[src/rtl/fnd_codes_pkg.sv]
// fnd_codes_pkg
//   Shared display codes, operator codes and sequencer state encoding for the
//   FND message path. The display codes are words the segment driver decodes
//   as glyph strings. None of them can collide with a displayable numeric value.
package fnd_codes_pkg;

    localparam logic [31:0] CODE_NULL  = 32'h00CC_0000;
    localparam logic [31:0] CODE_ERR   = 32'h00EE_0000;
    localparam logic [31:0] CODE_MUL   = 32'h0010_0000;
    localparam logic [31:0] CODE_DIV   = 32'h0020_0000;
    localparam logic [31:0] CODE_PLUS  = 32'h0030_0000;
    localparam logic [31:0] CODE_MINUS = 32'h0040_0000;
    localparam logic [31:0] CODE_MOD   = 32'h0050_0000;
    localparam logic [31:0] CODE_HAPPY = 32'h00A0_0000;
    localparam logic [31:0] CODE_ANS   = 32'h00B0_0000;
    localparam logic [31:0] CODE_NANS  = 32'hE0B0_0000;

    localparam logic [2:0] OP_MUL   = 3'd1;
    localparam logic [2:0] OP_DIV   = 3'd2;
    localparam logic [2:0] OP_PLUS  = 3'd3;
    localparam logic [2:0] OP_MINUS = 3'd4;
    localparam logic [2:0] OP_MOD   = 3'd5;

    // Displayable numeric window of the 6-digit driver
    localparam logic signed [31:0] VAL_MIN = -32'sd99999;
    localparam logic signed [31:0] VAL_MAX =  32'sd999999;

    typedef enum logic [2:0] {
        ST_IDLE,
        ST_LABEL,
        ST_WAIT,
        ST_ANS,
        ST_RESULT,
        ST_ERROR,
        ST_GREET
    } state_t;

    function automatic logic op_legal(input logic [2:0] op);
        return (op >= OP_MUL) && (op <= OP_MOD);
    endfunction

    function automatic logic [31:0] op_label(input logic [2:0] op);
        case (op)
            OP_MUL:   return CODE_MUL;
            OP_DIV:   return CODE_DIV;
            OP_PLUS:  return CODE_PLUS;
            OP_MINUS: return CODE_MINUS;
            OP_MOD:   return CODE_MOD;
            default:  return CODE_ERR;
        endcase
    endfunction

endpackage

[src/rtl/fnd_tick_timer.sv]
// fnd_tick_timer
//   Loadable down-counter. Loading N-1 makes done rise N cycles after the
//   load edge. The counter parks at zero, so done stays high until reloaded.
// Ports
//   fnd_clk   clock
//   rst       asynchronous active-low reset
//   load      load load_val this cycle (takes precedence over counting)
//   load_val  value to load
//   done      counter is at zero
module fnd_tick_timer #(
    parameter int W = 4
) (
    input  logic         fnd_clk,
    input  logic         rst,
    input  logic         load,
    input  logic [W-1:0] load_val,
    output logic         done
);

    logic [W-1:0] cnt;

    always_ff @(posedge fnd_clk or negedge rst) begin
        if (!rst)
            cnt <= '0;
        else if (load)
            cnt <= load_val;
        else if (cnt != '0)
            cnt <= cnt - 1'b1;
    end

    assign done = (cnt == '0);

endmodule

[src/rtl/fnd_msg_sequencer.sv]
// fnd_msg_sequencer
//   Turns calculator events into a timed sequence of words for the 6-digit
//   FND driver: operator label, then ANS/-ANS, then the numeric result.
//   Errors blink. HAPPY is shown on greet.
// Ports
//   fnd_clk     display clock
//   rst         asynchronous active-low reset
//   op_valid    strobe: new operator (op_code 1..5 legal)
//   op_code     operator code
//   res_valid   result offered; taken when res_valid && res_ready
//   res_data    signed result
//   res_ready   pending-result slot is empty
//   err         strobe: upstream error
//   greet       strobe: show HAPPY
//   fnd_serial  registered word to the segment driver
//   busy        registered; high in LABEL, ANS, GREET
module fnd_msg_sequencer
    import fnd_codes_pkg::*;
#(
    parameter int HOLD_TICKS  = 1000,
    parameter int BLINK_TICKS = 500
) (
    input  logic        fnd_clk,
    input  logic        rst,
    input  logic        op_valid,
    input  logic [2:0]  op_code,
    input  logic        res_valid,
    input  logic [31:0] res_data,
    output logic        res_ready,
    input  logic        err,
    input  logic        greet,
    output logic [31:0] fnd_serial,
    output logic        busy
);

    localparam int MAX_TICKS = (HOLD_TICKS > BLINK_TICKS) ? HOLD_TICKS : BLINK_TICKS;
    localparam int CW = $clog2(MAX_TICKS + 1);
    localparam logic [CW-1:0] HOLD_LD  = CW'(HOLD_TICKS - 1);
    localparam logic [CW-1:0] BLINK_LD = CW'(BLINK_TICKS - 1);

    state_t             state, state_d;
    logic               pend_full, pend_full_d;
    logic [31:0]        pend_data, pend_data_d;
    logic [2:0]         op_q, op_d;
    logic               blink_off, blink_off_d;
    logic               t_load, t_done;
    logic [CW-1:0]      t_val;
    logic [31:0]        serial_d;
    logic               busy_d;
    logic               accept, in_range, moved;
    logic signed [31:0] sdata;

    assign sdata     = res_data;
    assign accept    = res_valid & ~pend_full;
    assign in_range  = (sdata >= VAL_MIN) && (sdata <= VAL_MAX);
    assign res_ready = ~pend_full;

    fnd_tick_timer #(.W(CW)) u_timer (
        .fnd_clk  (fnd_clk),
        .rst      (rst),
        .load     (t_load),
        .load_val (t_val),
        .done     (t_done)
    );

    always_comb begin
        state_d     = state;
        pend_full_d = pend_full;
        pend_data_d = pend_data;
        op_d        = op_q;
        blink_off_d = blink_off;
        t_load      = 1'b0;
        t_val       = HOLD_LD;
        moved       = 1'b0;

        if (err || (op_valid && !op_legal(op_code))) begin
            state_d     = ST_ERROR;
            pend_full_d = 1'b0;
            blink_off_d = 1'b0;
            t_load      = 1'b1;
            t_val       = BLINK_LD;
        end else if (op_valid) begin
            // Slot is cleared first, so a result accepted in the same cycle survives
            state_d     = ST_LABEL;
            op_d        = op_code;
            pend_full_d = accept && in_range;
            if (accept && in_range) pend_data_d = res_data;
            t_load      = 1'b1;
        end else if (greet && !(state inside {ST_LABEL, ST_WAIT, ST_ANS})) begin
            // A result taken alongside greet is kept and shown after HAPPY
            state_d = ST_GREET;
            t_load  = 1'b1;
            if (accept && in_range) begin
                pend_full_d = 1'b1;
                pend_data_d = res_data;
            end
        end else if (accept && !in_range) begin
            state_d     = ST_ERROR;
            blink_off_d = 1'b0;
            t_load      = 1'b1;
            t_val       = BLINK_LD;
        end else begin
            if (accept) begin
                pend_full_d = 1'b1;
                pend_data_d = res_data;
                if (state inside {ST_IDLE, ST_RESULT, ST_ERROR, ST_WAIT}) begin
                    state_d = ST_ANS;
                    t_load  = 1'b1;
                    moved   = 1'b1;
                end
            end
            // LABEL/GREET keep their hold running even when a result lands
            if (!moved && t_done) begin
                case (state)
                    ST_LABEL, ST_GREET: begin
                        if (pend_full_d) begin
                            state_d = ST_ANS;
                            t_load  = 1'b1;
                        end else begin
                            state_d = (state == ST_LABEL) ? ST_WAIT : ST_IDLE;
                        end
                    end
                    ST_ANS: begin
                        state_d     = ST_RESULT;
                        pend_full_d = 1'b0;
                    end
                    ST_ERROR: begin
                        blink_off_d = ~blink_off;
                        t_load      = 1'b1;
                        t_val       = BLINK_LD;
                    end
                    default: ;
                endcase
            end
        end

        case (state_d)
            ST_LABEL, ST_WAIT: serial_d = op_label(op_d);
            ST_ANS:            serial_d = pend_data_d[31] ? CODE_NANS : CODE_ANS;
            ST_RESULT:         serial_d = pend_data_d;
            ST_ERROR:          serial_d = blink_off_d ? CODE_NULL : CODE_ERR;
            ST_GREET:          serial_d = CODE_HAPPY;
            default:           serial_d = CODE_NULL;
        endcase
        busy_d = state_d inside {ST_LABEL, ST_ANS, ST_GREET};
    end

    always_ff @(posedge fnd_clk or negedge rst) begin
        if (!rst) begin
            state      <= ST_IDLE;
            pend_full  <= 1'b0;
            pend_data  <= '0;
            op_q       <= '0;
            blink_off  <= 1'b0;
            fnd_serial <= CODE_NULL;
            busy       <= 1'b0;
        end else begin
            state      <= state_d;
            pend_full  <= pend_full_d;
            pend_data  <= pend_data_d;
            op_q       <= op_d;
            blink_off  <= blink_off_d;
            fnd_serial <= serial_d;
            busy       <= busy_d;
        end
    end

endmodule

[config.mk]
export PLATFORM = sky130hd
export DESIGN_NAME = fnd_msg_sequencer
export DESIGN_NICKNAME = d
export VERILOG_FILES = /design/src/rtl/fnd_codes_pkg.sv /design/src/rtl/fnd_tick_timer.sv /design/src/rtl/fnd_msg_sequencer.sv
export SDC_FILE = /design/constraint.sdc
export NUM_CORES = 1
export LEC_CHECK = 0
export ABC_AREA = 1
export BUFFER_PORTS_ARGS = -buffer_cell sky130_fd_sc_hd__buf_4
export CORE_MARGIN = 2
export CORE_UTILIZATION = 26
export DETAILED_ROUTE_END_ITERATION = 12
export GPL_TIMING_DRIVEN = 1
export SETUP_SLACK_MARGIN = 0.3
export SKIP_LAST_GASP = 1
export SYNTH_ARGS = -nofsm -noshare
export SYNTH_HDL_FRONTEND = slang
export SYNTH_SLANG_ARGS = --single-unit
[constraint.sdc]
create_clock -name fnd_clk -period 6.4 [get_ports fnd_clk]
set_input_delay 0.64 -clock fnd_clk [delete_from_list [all_inputs] [get_ports fnd_clk]]
set_output_delay 0.64 -clock fnd_clk [all_outputs]
set_load 0.01 [all_outputs]
==> flow_metrics.env, run 1 <==
export IMPL_finalSetupViolations=0
export IMPL_regArea_um2=2082
export IMPL_initial_core_util_pct=26.69
export IMPL_fmax_mhz=321.9
export IMPL_cp_start_kind="input port"
export IMPL_crit_arrival_ns=3.36
export IMPL_clock_tree_root_buffer_cell="clkbuf_16"
export IMPL_track_usage_pct=12.36
export IMPL_clkSlewWorstSetupHoldPaths_ns=0.06
export IMPL_placeableCoreArea_um2=15200
export IMPL_wl_per_cell_um=13.24
export IMPL_grt_max_degree=84
export IMPL_post_synth_top_count_cell="nand2_1"
export IMPL_dp_final_hpwl_mm=7.427
export IMPL_cts_path_max_buffers=2
export IMPL_period_needed_ns=3.106
export IMPL_netlist_cell_type_count=41
export IMPL_run_status="finished clean"
export IMPL_synth_largest_area_cell="dfrtp_1"
export IMPL_first_pass_iters=4
export IMPL_timing_critical_path_required_ns=6.65
export IMPL_dieHeight_um=128.9
export IMPL_asyncSetResetFlopFracSynth_pct=100.0
export IMPL_rsz0062_at_grt="no"
export IMPL_yosys_top_cells_count="117 x nand2_1, 79 x dfrtp_1, 44 x inv_1"
export IMPL_grt_overflow=0
export IMPL_area_share_of_the_largest_cell_type_after_synthesis_pct=48.72
export IMPL_clk_latency_ns=0.34
export IMPL_number_of_global_route_vias_before_repair=3362
export IMPL_timing_final_max_slew_violations=0
export IMPL_yosys_most_used_dff="dfrtp_1"
export IMPL_vias_per_cell=4.523
export IMPL_hold_path_class="in -> async"
export IMPL_pwr_density_cell_nw_per_um2=269.7
export IMPL_num_io_pins=75
export IMPL_synth_top_cells_by_area="dfrtp_1 49%, nand2_1 11%, inv_1 4.1%"
export IMPL_drt_wl_total_mm=9.741
export IMPL_cts_buffers_inserted=9
export IMPL_synthesis_instances=465
export IMPL_timing_reg2reg_setup_slack_ns=3.74
export IMPL_crit_path_max_fanout=44
export IMPL_worst_margin_slew_ns=1.033
export IMPL_synth_area_per_inst_um2=8.726
export IMPL_postCtsSetupBuffers=0
export IMPL_routed_via_count=3329
export IMPL_synth_net_count=507
export IMPL_leakagePower_nw=2.575
export IMPL_finalSetupTns_ns=0
export IMPL_row_count=45
export IMPL_place_inst=720
export IMPL_numPortBuffers=74
export IMPL_gp_routability_congestion=0.8293
export IMPL_post_synth_instance_area_um2=4058
export IMPL_nets=585
export IMPL_layout_filler_cells=1569
export IMPL_timing_slew_headroom_pct=31.10
export IMPL_cts_hold_buffers=0
export IMPL_insertedDiodeCount=0
export IMPL_max_cap_viol_count=0
export IMPL_die_w_um=128.9
export IMPL_drc_violations_left=0
export IMPL_ys_seq_elements=83
export IMPL_drive_gt1_share_pct=28.83
export IMPL_synthesis_yosys_warnings=0
export IMPL_power_ir_vdd_worst_v=0.0001247
export IMPL_cts_tree="built"
export IMPL_seq_area_frac_synth_pct=51.31
export IMPL_post_route_period_util_pct=48.54
export IMPL_number_of_sinks_handled_by_clock_tree_synthesis=83
export IMPL_detail_route_iter0_violations=243
export IMPL_cts_htree_levels=3
export IMPL_timing_setup_critical_path_class="in -> reg"
export IMPL_crit_reg2reg_capture="fnd_serial[30]"
export IMPL_grt_pass1_wl_mm=16.14
export IMPL_grt_antenna_before_repair=0
export IMPL_timing_hold_violations_final=0
export IMPL_worst_r2r_path_depth=9
export IMPL_fin_worst_skew_ns=0.007510
export IMPL_detail_route_antenna_nets=0
export IMPL_layoutNonFillerInstCount=736
export IMPL_ctsResizeCount=0
export IMPL_critPathCaptureType="flip-flop"
export IMPL_worstReg2RegStart="pend_full"
export IMPL_synth_enable_flop_cells=0
export IMPL_dieArea_um2=16620
export IMPL_layout_area_overhead_vs_synth_pct=25.78
export IMPL_area_occupied_by_multi_input_gates_um2=1709
==> worst max-delay path by stage <==
| stage | startpoint | endpoint | slack, ns | cells past startpoint |
|---|---|---|---|---|
| after global placement | res_data[23] | fnd_serial[29] | 3.21 | 14 |
| after floorplan | u_timer.cnt[0] | fnd_serial[4] | 4.32 | 16 |
| after global routing | res_data[23] | fnd_serial[30] | 2.85 | 14 |
| final | res_data[23] | fnd_serial[30] | 3.29 | 14 |
| after CTS | res_data[23] | fnd_serial[30] | 3.26 | 14 |
| after detailed placement | res_data[23] | fnd_serial[30] | 2.91 | 14 |
==> state kept, by name (all words and copies together) (netlist names) <==
signal	count
blink_off	1
fnd_serial	32
pend_full	1
busy	1
op_q	3
u_timer.cnt	10
pend_data	32
state	3
==> worst max-delay path: stages <==
cell and delay, ns:
buf_4 0.11, inv_1 0.04, nand2_1 0.04, nor3_1 0.33
nand2_1 0.10, nor2_1 0.10, nand3b_1 0.13, nand3_4 0.14
nand4_4 0.47, inv_2 0.35, nand2_1 0.40, inv_1 0.21
a21oi_1 0.08, o21ai_0 0.20
==> metal layers <==
| layer | share of wire (%) | GRT usage, % | routed length, um | up-vias |
|---|---|---|---|---|
| met5 | 0 | 0 | 0 | - |
| met4 | 1.1 | 4.923 | 109 | 0 |
| met3 | 5.7 | 2.994 | 556 | 12 |
| met2 | 47 | 20.29 | 4611 | 85 |
| met1 | 46 | 15.71 | 4464 | 1586 |
| li1 | - | - | - | 1646 |
==> power by group <==
group          internal, mW  leakage (nW)  switching, mW
combinational        0.0896          1.39          0.146
clock                 0.313         0.153          0.206
sequential            0.598          1.03         0.0240
total                  1.00          2.58          0.376
==> cell usage in the layout (no fill, tap or decap), types with 4 or more instances in the layout <==
cell type / instances
buf_4: 74
inv_1: 44
dfstp_2: 4
o21ai_1: 6
and2_1: 11
nor2_4: 6
nand2_4: 5
nand3_2: 4
nor2_2: 6
dfrtp_1: 79
a21oi_2: 9
inv_2: 13
nor3_1: 6
nand4_1: 5
nand2_2: 9
o21ai_0: 25
nand2_1: 117
a21oi_1: 16
nor2_1: 33
nand3_1: 25
a31oi_1: 4
clkbuf_16: 9
==> stage by stage <==
stage               worst slack [ns]  hold WS, ns  area (um^2)  total power [mW]  util [%]
floorplan                      4.317       0.3444         4058            0.7727         -
global placement               3.211       0.4569         4802            0.8612     31.59
detailed placement             2.905       0.4621         4802            0.8696     31.59
CTS                            3.259       0.4771         5104             1.396     33.57
global route                   2.850       0.5160         5104             1.453     33.57
finish                         3.294       0.4735         5104             1.376     33.57
==> area by class of cell <==
cell class / count / share of cell area (%)
sequential: 83 / 40.79
multi-input combinational: 317 / 33.49
timing repair buffer: 74 / 10.89
clock buffer: 10 / 4.683
tap: 188 / 4.609
inverter: 58 / 4.315
clock inverter: 6 / 1.226
==> logic make-up after synthesis <==
group	synth area share [%]
xor+xnor	0.6477
simple gates	30.19
flops	51.31
buf+inv	6.568
compound gates	10.98
fa+ha+maj	0.3083
Note: power is estimated with default switching activity, not from simulation.
==> run 2, diff against run 1 <==
clock period = 2.7 ns   (was 6.4 ns; I/O delays follow)
==> run 2 against run 1 <==
- sequential share of layout area decreased by 1.4 points
- critical endpoint is now fnd_serial[18]
- via count increased by 0.96%
- combinational power increased to 2.6 times the previous value
- wire length increased by 2.4%
- non-clock buffer count increased by 11
- clock skew about the same
- largest power group unchanged
- final cell count increased by 1.9%
==> flow_metrics.env, run 2 (synthesized netlist as in run 1, its figures left out) <==
export IMPL_vias_per_cell=4.481
export IMPL_insertedDiodeCount=0
export IMPL_cp_start_kind="flip-flop"
export IMPL_clk_latency_ns=0.33
export IMPL_timing_hold_violations_final=0
export IMPL_number_of_sinks_handled_by_clock_tree_synthesis=83
export IMPL_drc_violations_left=0
export IMPL_layout_area_overhead_vs_synth_pct=30.34
export IMPL_grt_overflow=0
export IMPL_numPortBuffers=74
export IMPL_cts_buffers_inserted=9
export IMPL_timing_slew_headroom_pct=31.82
export IMPL_max_cap_viol_count=0
export IMPL_placeableCoreArea_um2=15200
export IMPL_drt_wl_total_mm=9.974
export IMPL_nets=599
export IMPL_crit_path_max_fanout=7
export IMPL_initial_core_util_pct=26.69
export IMPL_design_area_um2=5289
export IMPL_num_io_pins=75
export IMPL_largest_registers="fnd_serial: 32 flops, pend_data: 32 flops, u_timer.cnt: 10 flops"
export IMPL_worst_margin_slew_ns=1.023
export IMPL_first_pass_iters=4
export IMPL_detail_route_antenna_nets=0
export IMPL_mostFrequentLayoutCell="nand2_1"
export IMPL_power_ir_vdd_worst_v=0.0004039
export IMPL_grt_max_degree=84
export IMPL_timing_critical_path_required_ns=2.95
export IMPL_post_route_period_util_pct=85.22
export IMPL_number_of_global_route_vias_before_repair=3313
export IMPL_wl_per_cell_um=13.30
export IMPL_detail_route_iter0_violations=220
export IMPL_grt_pass1_wl_mm=15.83
export IMPL_track_usage_pct=12.14
export IMPL_crit_arrival_ns=2.55
export IMPL_leakagePower_nw=2.630
export IMPL_dieHeight_um=128.9
export IMPL_fin_worst_skew_ns=0.007558
export IMPL_worst_r2r_path_depth=15
export IMPL_timing_setup_critical_path_class="reg -> reg"
export IMPL_die_w_um=128.9
export IMPL_final_cell_mix="117 x nand2_1, 83 x buf_4, 79 x dfrtp_1, 42 x inv_1, 32 x nor2_1"
export IMPL_placedInstanceArea_um2=4817
export IMPL_cts_hold_buffers=0
export IMPL_rsz0062_at_grt="yes"
export IMPL_gp_routability_congestion=0.8905
export IMPL_pwr_density_cell_nw_per_um2=604.7
export IMPL_cts_htree_levels=3
export IMPL_dieArea_um2=16620
export IMPL_grt_antenna_before_repair=0
export IMPL_run_status="finished clean"
export IMPL_routed_via_count=3361
export IMPL_cts_path_max_buffers=2
export IMPL_period_needed_ns=2.301
export IMPL_row_count=45
export IMPL_cts_tree="built"
export IMPL_drive_gt1_share_pct=31.49
export IMPL_finalSetupTns_ns=0
export IMPL_hold_path_class="in -> async"
export IMPL_clkSlewWorstSetupHoldPaths_ns=0.06
export IMPL_fmax_mhz=434.6
export IMPL_clock_tree_root_buffer_cell="clkbuf_16"
export IMPL_dp_final_hpwl_mm=7.252
export IMPL_finalSetupViolations=0
export IMPL_timing_final_max_slew_violations=0
export IMPL_critPathCaptureType="flip-flop"
-- run 2: cell count changes in the layout (fill, tap and decap cells not counted), sizes merged --
cell | previous run | this run
buf | 74 | 85
clkbuf | 10 | 11
nand2 | 131 | 132
nor2 | 46 | 48
bufinv | 1 | 0
-- run 2: path summary, 6_finish.rpt --
path                                     start              to  slack [ns]
worst min register to register    pend_data[9]    pend_data[9]        0.48
min in group fnd_clk              res_data[17]   pend_data[17]        0.19
worst max register to register  u_timer.cnt[0]  fnd_serial[18]        0.40
max in group asynchronous                  rst   pend_data[23]        1.93
worst min-delay path                       rst    pend_data[7]        0.12
worst max-delay path            u_timer.cnt[0]  fnd_serial[18]        0.40
-- run 2: what timing repair did --
action / 4_1_cts / 5_1_grt
resized for setup: 1 / 17
pin swaps: 0 / 8
cloned: 0 / 3
setup buffers: 0 / 9
setup endpoints to repair: 3 / 33
-- run 2: stage by stage --
stage / power (mW) / instances / util (%) / hold WS [ns] / setup WS [ns]
5_1_grt: 3.398 / 750 / 34.79 / 0.1924 / 0.2633
6_report: 3.198 / 750 / 34.79 / 0.1203 / 0.3990
4_1_cts: 3.197 / 738 / 33.52 / 0.1673 / 0.3244
3_5_place_dp: 2.058 / 722 / 31.69 / 0.4581 / 0.2928
2_1_floorplan: 1.832 / 465 / - / -0.02559 / 0.6169
3_3_place_gp: 2.040 / 722 / 31.69 / 0.4456 / 0.4323
-- run 2: where the power goes --
part	internal (mW)	switching [mW]	leakage [nW]
clock network	0.645	0.479	0.139
registers	1.42	0.0554	1.03
logic	0.234	0.368	1.46
-- run 2: layout make-up --
type / count / area [um^2]
multi-input cells: 320 / 1812
repair buffers: 85 / 663.1
clock inverters: 5 / 28.78
fillers: 1565 / 9913
clock buffers: 11 / 242.7
inverters: 58 / 225.2
flip-flops and latches: 83 / 2082
well taps: 188 / 235.2
-- run 2: worst max-delay path, stage by stage (launching register included) --
cell and delay [ns]:
dfrtp_1 0.38, inv_2 0.10, ha_4 0.14, inv_2 0.04
nor2_4 0.14, nand2_4 0.09, nor2_4 0.14, nand3_4 0.09
nor2_4 0.14, o21ai_2 0.08, a21oi_4 0.24, nand3_4 0.21
inv_6 0.14, nand2_8 0.09, nand3_4 0.10, nand3_1 0.10
-- run 2: metal layers --
layer / vias to the layer above / wire length (um) / track usage, % / part of all wire [%]
met5: - / 0 / 0 / 0
met4: 0 / 206 / 5.435 / 2.1
met3: 14 / 520 / 3.202 / 5.2
met2: 84 / 4571 / 19.05 / 46
met1: 1581 / 4674 / 15.77 / 47
li1: 1682 / - / - / -
